--- src/rtl/mem_access_ctrl_pkg.sv ---
// mem_access_ctrl_pkg: opcodes, state encodings and defaults shared by the
// memory-access controller, its timer and any memory model or bench.
package mem_access_ctrl_pkg;
    localparam logic [5:0]  OP_LW        = 6'b100011;
    localparam logic [5:0]  OP_SW        = 6'b101011;
    localparam int          DMEM_SIZE    = 1024;
    localparam logic [31:0] ERR_DATA_DEF = 32'hDEADBEEF;
    typedef enum logic [1:0] {
        MEM_IDLE = 2'd0,
        MEM_REQ  = 2'd1,
        MEM_WAIT = 2'd2,
        MEM_DONE = 2'd3
    } mem_state_t;
    function automatic logic is_mem_op(input logic [5:0] op);
        return op == OP_LW || op == OP_SW;
    endfunction
endpackage

--- src/rtl/mem_wait_timer.sv ---
// mem_wait_timer: saturating wait counter with clear, enable and terminal count.
module mem_wait_timer #(
    parameter int MAX = 255
) (
    input  logic CLK,
    input  logic RST,
    input  logic clr,
    input  logic en,
    output logic tc
);
    localparam int W = $clog2(MAX + 1);
    logic [W-1:0] cnt;
    assign tc = cnt == W'(MAX);
    always_ff @(posedge CLK) begin
        if (RST || clr) cnt <= '0;
        else if (en && !tc) cnt <= cnt + 1'b1;
    end
endmodule

--- src/rtl/mem_access_ctrl.sv ---
// mem_access_ctrl: turns LW/SW into handshaked requests on a multi-cycle data
// bus, stalling the datapath until the access completes or times out.
module mem_access_ctrl
    import mem_access_ctrl_pkg::*;
#(
    parameter int          TIMEOUT  = 255,
    parameter logic [31:0] ERR_DATA = ERR_DATA_DEF
) (
    input  logic        CLK,
    input  logic        RST,
    input  logic [31:0] Ins,
    input  logic [31:0] Adr,
    input  logic [31:0] Wdata,
    output logic [31:0] Rdata,
    output logic        Stall,
    output logic        Err,
    output logic        MReq,
    output logic        MWe,
    output logic [31:0] MAdr,
    output logic [31:0] MWdata,
    input  logic        MGnt,
    input  logic        MRvalid,
    input  logic [31:0] MRdata
);
    mem_state_t  state;
    logic [31:0] cap;
    logic        tc;
    logic [5:0]  op;
    logic        mem;
    logic        unused_ins;
    assign op         = Ins[31:26];
    assign mem        = is_mem_op(op);
    assign unused_ins = ^Ins[25:0];
    assign Stall = state == MEM_IDLE ? mem : state != MEM_DONE;
    assign Rdata = (state == MEM_IDLE && !mem) ? Adr : state == MEM_DONE ? cap : 32'h0;
    mem_wait_timer #(.MAX(TIMEOUT)) u_timer (
        .CLK (CLK),
        .RST (RST),
        .clr (state == MEM_IDLE),
        .en  (state == MEM_REQ ? !MGnt && !tc : state == MEM_WAIT && !MRvalid && !tc),
        .tc  (tc)
    );
    // cap doubles as the DONE result, so SW paths load it with 0
    always_ff @(posedge CLK) begin
        if (RST) begin
            state  <= MEM_IDLE;
            MReq   <= 1'b0;
            MWe    <= 1'b0;
            MAdr   <= 32'h0;
            MWdata <= 32'h0;
            Err    <= 1'b0;
            cap    <= 32'h0;
        end else begin
            case (state)
                MEM_IDLE: if (mem) begin
                    if (Adr[1:0] != 2'b00) begin
                        Err   <= 1'b1;
                        cap   <= op == OP_SW ? 32'h0 : ERR_DATA;
                        state <= MEM_DONE;
                    end else begin
                        MReq   <= 1'b1;
                        MWe    <= op == OP_SW;
                        MAdr   <= Adr;
                        MWdata <= Wdata;
                        cap    <= 32'h0;
                        state  <= MEM_REQ;
                    end
                end
                MEM_REQ: if (MGnt) begin
                    MReq <= 1'b0;
                    if (MWe) state <= MEM_DONE;
                    else if (MRvalid) begin
                        cap   <= MRdata;
                        state <= MEM_DONE;
                    end else state <= MEM_WAIT;
                end else if (tc) begin
                    MReq  <= 1'b0;
                    Err   <= 1'b1;
                    cap   <= MWe ? 32'h0 : ERR_DATA;
                    state <= MEM_DONE;
                end
                MEM_WAIT: if (MRvalid) begin
                    cap   <= MRdata;
                    state <= MEM_DONE;
                end else if (tc) begin
                    Err   <= 1'b1;
                    cap   <= ERR_DATA;
                    state <= MEM_DONE;
                end
                default: state <= MEM_IDLE;
            endcase
        end
    end
endmodule

--- config.mk ---
export PLATFORM = sky130hd
export DESIGN_NAME = mem_access_ctrl
export DESIGN_NICKNAME = d
export VERILOG_FILES = /design/src/rtl/mem_access_ctrl_pkg.sv /design/src/rtl/mem_wait_timer.sv /design/src/rtl/mem_access_ctrl.sv
export SDC_FILE = /design/constraint.sdc
export NUM_CORES = 1
export LEC_CHECK = 0
export CELL_PAD_IN_SITES_DETAIL_PLACEMENT = 1
export CELL_PAD_IN_SITES_GLOBAL_PLACEMENT = 2
export CORE_MARGIN = 4
export CORE_UTILIZATION = 24
export CTS_BUF_LIST = sky130_fd_sc_hd__clkbuf_16
export DETAILED_ROUTE_END_ITERATION = 16
export PLACE_DENSITY = 0.86
export SLEW_MARGIN = 20
export SYNTH_ARGS = -nofsm -noshare
export SYNTH_HDL_FRONTEND = slang
export SYNTH_SLANG_ARGS = --single-unit
--- constraint.sdc ---
create_clock -name CLK -period 3.64 [get_ports CLK]
set_clock_uncertainty 0.1 [all_clocks]
set_input_delay 0.728 -clock CLK [delete_from_list [all_inputs] [get_ports CLK]]
set_output_delay 0.728 -clock CLK [all_outputs]
set_load 0.02 [all_outputs]
Yosys cells after proc, flatten, opt, wreduce, memory -nomap -nowiden
Index checks and enable logic that the tools add are counted.

storage, ports and cells
  register bits = 109
  bits of input ports = 132
  output and inout port bits = 100
  logic and storage cells = 79

operators by class
  $add $sub $neg = 1
  equal/unequal tests = 16
  multiplexer cells = 34
  bitwise operators = 1
  reductions and logical operators = 19

operators with widths
  cell                                                                    number
  32-bit 2-to-1 mux                                                       12
  32-bit case mux with 3 select lines                                     1
  1-bit 2-to-1 mux                                                        13
  6-bit equality test (second input constant)                             2
  2-bit != test (second input constant)                                   6
  2-bit 2-to-1 mux                                                        5
  8-bit by 1-bit adder with 8-bit output (second input constant)          1
  8-bit equality test (second input constant)                             1
  3-bit by 2-bit != test with 1-bit output (second input constant)        2
  3-bit != test (second input constant)                                   2
  2-bit case mux with 3 select lines                                      1
  6-bit AND reduction                                                     1
  1-bit logical AND                                                       5
  5-bit AND reduction                                                     1
  2-bit equality test (second input constant)                             2
  1-bit zero test                                                         4
  4-bit AND reduction                                                     1
  2-bit nonzero test                                                      2
  1-bit case mux with 3 select lines                                      1
  3-bit AND reduction                                                     1
  3-bit nonzero test                                                      1
  2-bit by 1-bit equality test with 1-bit output (second input constant)  1
  2-bit zero test                                                         1
  1-bit logical OR                                                        2
  other kinds (2)                                                         2

Depth between registers and ports, before layout
  depth after elaboration = 5
  mapped depth = 8
  depth with buffers taken out = 6

Cells and area by module
A second synthesis with hierarchy kept.

unflattened totals
  cells, all modules = 644
  area, all modules = 4944.7 um^2

modules (own cells, without submodules)
  module           times used  cells an instance  area an instance (um^2)  sequential area each (um^2)
  mem_access_ctrl  1           595                4519.3                   2021.9
  mem_wait_timer   1           49                 425.4                    160.2

Least setup slack after synthesis
No wires, ideal clock.

  path type = in2out
  from = input Ins[31]
  to = output Rdata[22]
  data arrival time = 2.113 ns
  required time = 2.812 ns
  slack = 0.699 ns
  stages on the path = 6
  buffers on the path = 2
  cells stage by stage = and4b_1 a21oi_1 clkbuf_1 clkbuf_1 nand2_1 o21ai_0

on the way
  word-level cells in the longest chain between the ends = 5
  elaborated cells on any way between the ends = 6
  classes of those cells = eq/ne (2); mux (1); reduce/logical (3)

ends and longest elaborated chain
  element              RTL line                   RTL
  from (decl)          mem_access_ctrl.sv:11      input logic [31:0] Ins,
  6-bit equality test  mem_access_ctrl_pkg.sv:15  return op == OP_LW || op == OP_SW;
  1-bit logical OR *   mem_access_ctrl_pkg.sv:15
  1-bit zero test *    mem_access_ctrl.sv:35      assign Rdata = (state == MEM_IDLE && !mem) ? Adr : state == MEM_DONE ? cap : 32'h0;
  1-bit logical AND *  mem_access_ctrl.sv:35
  32-bit 2-to-1 mux *  mem_access_ctrl.sv:35
  to (decl)            mem_access_ctrl.sv:14      output logic [31:0] Rdata,

Mark *: on every way between the ends. The rest lies on a longest branch, timed or not.

Worst setup path after layout
  from = input Ins[26]
  to = output Rdata[23]

The elaborated chain is that of the path after synthesis.

==> run summary <==
Post-DR wirelength/cell - 16.52 um
Vias in the first global route - 5,164
Buffer depth of the longest clock path - 2
Final Non-Filler Cells - 1,104
Net count after synthesis - 779
Chip width - 151.9 um
CTS root buf - clkbuf_16
FP Rows - 52
CTS tree - done
Share of layout cells above drive strength 1 - 0.08993
Number of port buffers - 205
CP Capture Type - output port
Endpoint, Worst Hold - MWdata[6]
Mean Syn Cell Area - 7.767 um^2
Critical path class - in -> out
Synth area leader - dfxtp_1
CP startpoint kind - primary input
Starting Density - 0.2449
Setup Viol. Count Final - 0
Core Box Area - 0.02030 mm^2
Worst-Skew Late Latency - 340 ps
Synthesis-to-layout area growth - 56.18%
H-tree depth - 3
Initial drt markers - 268
Worst r2r dst - cap[9]
Die Area - 0.02308 mm^2
Critical path arrival - 2740 ps
Critical path fanouts, max - 9
Largest cells by area after synthesis - dfxtp_1 44%, nand2_1 16%, a21oi_1 7.2%, a221oi_2 6.3%, o21ai_0 4.1%
Worst-margin pin slew - 783.3 ps
Largest net degree at the start of global routing - 54
Primary FF master, synth - dfxtp_1
Vias per cell - 4.608
Hold Crit Class - reg -> reg
Max IR drop VDD - 0.2824 mV
Flops & latches, synth - 109
Mapped Area - 0.004971 mm^2
Fin crit period - 3566 ps
DR pass1 iterations - 4
Final ANT Viol Nets - 0
Share of the synthesized area in the top cell type - 0.4390
Max Slew Vio Count - 0
Asr flop ratio synth - 0
Inserted Clock Buffers - 9
# DRC - 0
Status - finished clean
HP Start - MWdata[6]
Reg-to-Reg Start - state[0]
Power Density - 577.5 mW/mm^2
Max_cap viols - 0
Num ports - 232
R2R depth - 9
Hold path depth - 2
Clk sinks - 109
Req. time, crit path - 2810 ps
Post-synthesis cell type count - 43
N_diodes - 0
Number of flops mapped to enable cells by yosys - 0
Final Hold Fails - 0
Design Power - 4.483 mW
Nets@finish - 970
Fmax - 280.4 MHz
Yosys warnings - 0
Setup ws final - 73.78 ps
Initial antenna violation count - 0
R2R Setup Slk - 900 ps
Worst-path clk slew - 70 ps
LEAKAGE - 2.829 nW
# placed instances - 1,089
Tcrit/Tclk final - 0.9797
Grt total ovfl - 0
Sequential share of the synthesized area - 0.4390
Global-route wire length before repair - 28,900 um
Cells after synthesis - 640
Relative slew slack - 0.4778
Total GRT Usage - 0.1539
Routed vias - 5,087
RSZ-0062 raised after global routing - no
WL final - 18,240 um
Chip Height - 151.9 um
HPWL after DPL - 13,260 um
Pre-CTS WS - -179.2 ps
GPL Wtd Cong - 0.7480
[per-layer routing]
layer / share of wire / global-route usage / up-vias
met1: 0.46 / 0.1947 / 2383
met4: 0.0065 / 0.03082 / 0
met2: 0.46 / 0.2540 / 145
met3: 0.072 / 0.05575 / 9
met5: 0 / 0 / -
li1: - / - / 2550
[critical path, cell delays in order]
cell and delay [ps]:
clkdlybuf4s50_1 500, and4b_2 300, a21oi_4 80, buf_12 150, buf_12 130, o21ai_0 200
clkdlybuf4s50_1 640
[how the worst max path moves through the flow]
stage | start | slack, ps | end | cells past startpoint
global route | Ins[26] | 4 | Rdata[30] | 7
floorplan | Ins[31] | 700 | Rdata[22] | 6
global placement | Ins[30] | -170 | Rdata[6] | 7
finish | Ins[26] | 70 | Rdata[23] | 7
detailed placement | Ins[30] | -180 | Rdata[4] | 7
CTS | Ins[26] | 3 | Rdata[13] | 7
[power breakdown]
group / total [mW] / switching [mW] / internal [mW]
clock network: 1.19 / 0.454 / 0.734
logic: 1.91 / 1.09 / 0.828
registers: 1.38 / 0.0692 / 1.31
[final cells by class]
type                            instances  area (um^2)
Multi-Input combinational cell        450         2475
Clock buffer                            9        225.2
Timing Repair Buffer                  230         2302
Clock inverter                          5        125.1
Inverter                               31        116.4
Sequential cell                       109         2182
Fill cell                            2380        12540
Tap cell                              270        337.8
[logic make-up after synthesis]
group | Yosys count | synth area share
simple gates | 253 | 0.2137
xor+xnor | 2 | 0.003524
compound gates | 178 | 0.2394
fa+ha+maj | 7 | 0.01762
mux | 10 | 0.02014
buf+inv | 81 | 0.06670
flops | 109 | 0.4390
[Yosys cell counts (3+ instances only)]
| master | n |
|---|---|
| a221oi_2 | 21 |
| nor2b_1 | 4 |
| inv_1 | 31 |
| clkbuf_1 | 43 |
| nand2_1 | 212 |
| dfxtp_1 | 109 |
| buf_2 | 4 |
| a221oi_1 | 3 |
| a31oi_1 | 24 |
| a21oi_1 | 72 |
| and3_1 | 4 |
| ha_1 | 7 |
| nand3_1 | 3 |
| buf_6 | 3 |
| mux2i_1 | 10 |
| nor2_1 | 6 |
| nor3b_1 | 3 |
| or3_1 | 5 |
| o31ai_1 | 3 |
| o21ai_0 | 41 |
[flip-flops by register name (all words and copies together) (netlist names)]
signal / flops
MReq: 1
MAdr: 32
u_timer.cnt: 8
state: 2
MWdata: 32
cap: 32
MWe: 1
Err: 1
[layout by cell type (no fill, tap or decap), types with 3 or more instances in the layout]
master / synthesis / layout
and3_1: 4 / 4
buf_4: 0 / 23
a221oi_1: 3 / 3
nor2_1: 6 / 6
dlygate4sd2_1: 0 / 8
a21oi_1: 72 / 71
dlymetal6s2s_1: 0 / 11
a31oi_1: 24 / 24
bufinv_16: 0 / 4
inv_1: 31 / 30
dfxtp_1: 109 / 109
o21ai_0: 41 / 41
nor2b_1: 4 / 4
nand2_1: 212 / 212
clkbuf_16: 0 / 9
mux2i_1: 10 / 10
nor3b_1: 3 / 3
a221oi_2: 21 / 21
o31ai_1: 3 / 3
or3_1: 5 / 5
buf_12: 0 / 4
clkdlybuf4s50_1: 0 / 184
ha_1: 7 / 7
nand3_1: 3 / 3
[metrics by stage]
stage / area (um^2) / TNS (ps) / util / hold slack [ps]
2_1_floorplan: 4971 / 0 / - / 338.2
3_3_place_gp: 7375 / -4071 / 0.3633 / 340.9
6_report: 7764 / 0 / 0.3825 / 352.8
3_5_place_dp: 7375 / -4264 / 0.3633 / 347.3
4_1_cts: 7735 / 0 / 0.3810 / 358.4
5_1_grt: 7764 / 0 / 0.3825 / 376.6
[timing repair]
action	CTS	global route
pin swaps	1	0
setup endpoints to repair	31	23
resized for setup	8	13
setup buffers	1	0
hold buffers	0	0
Note: power is estimated with default switching activity, not from simulation.
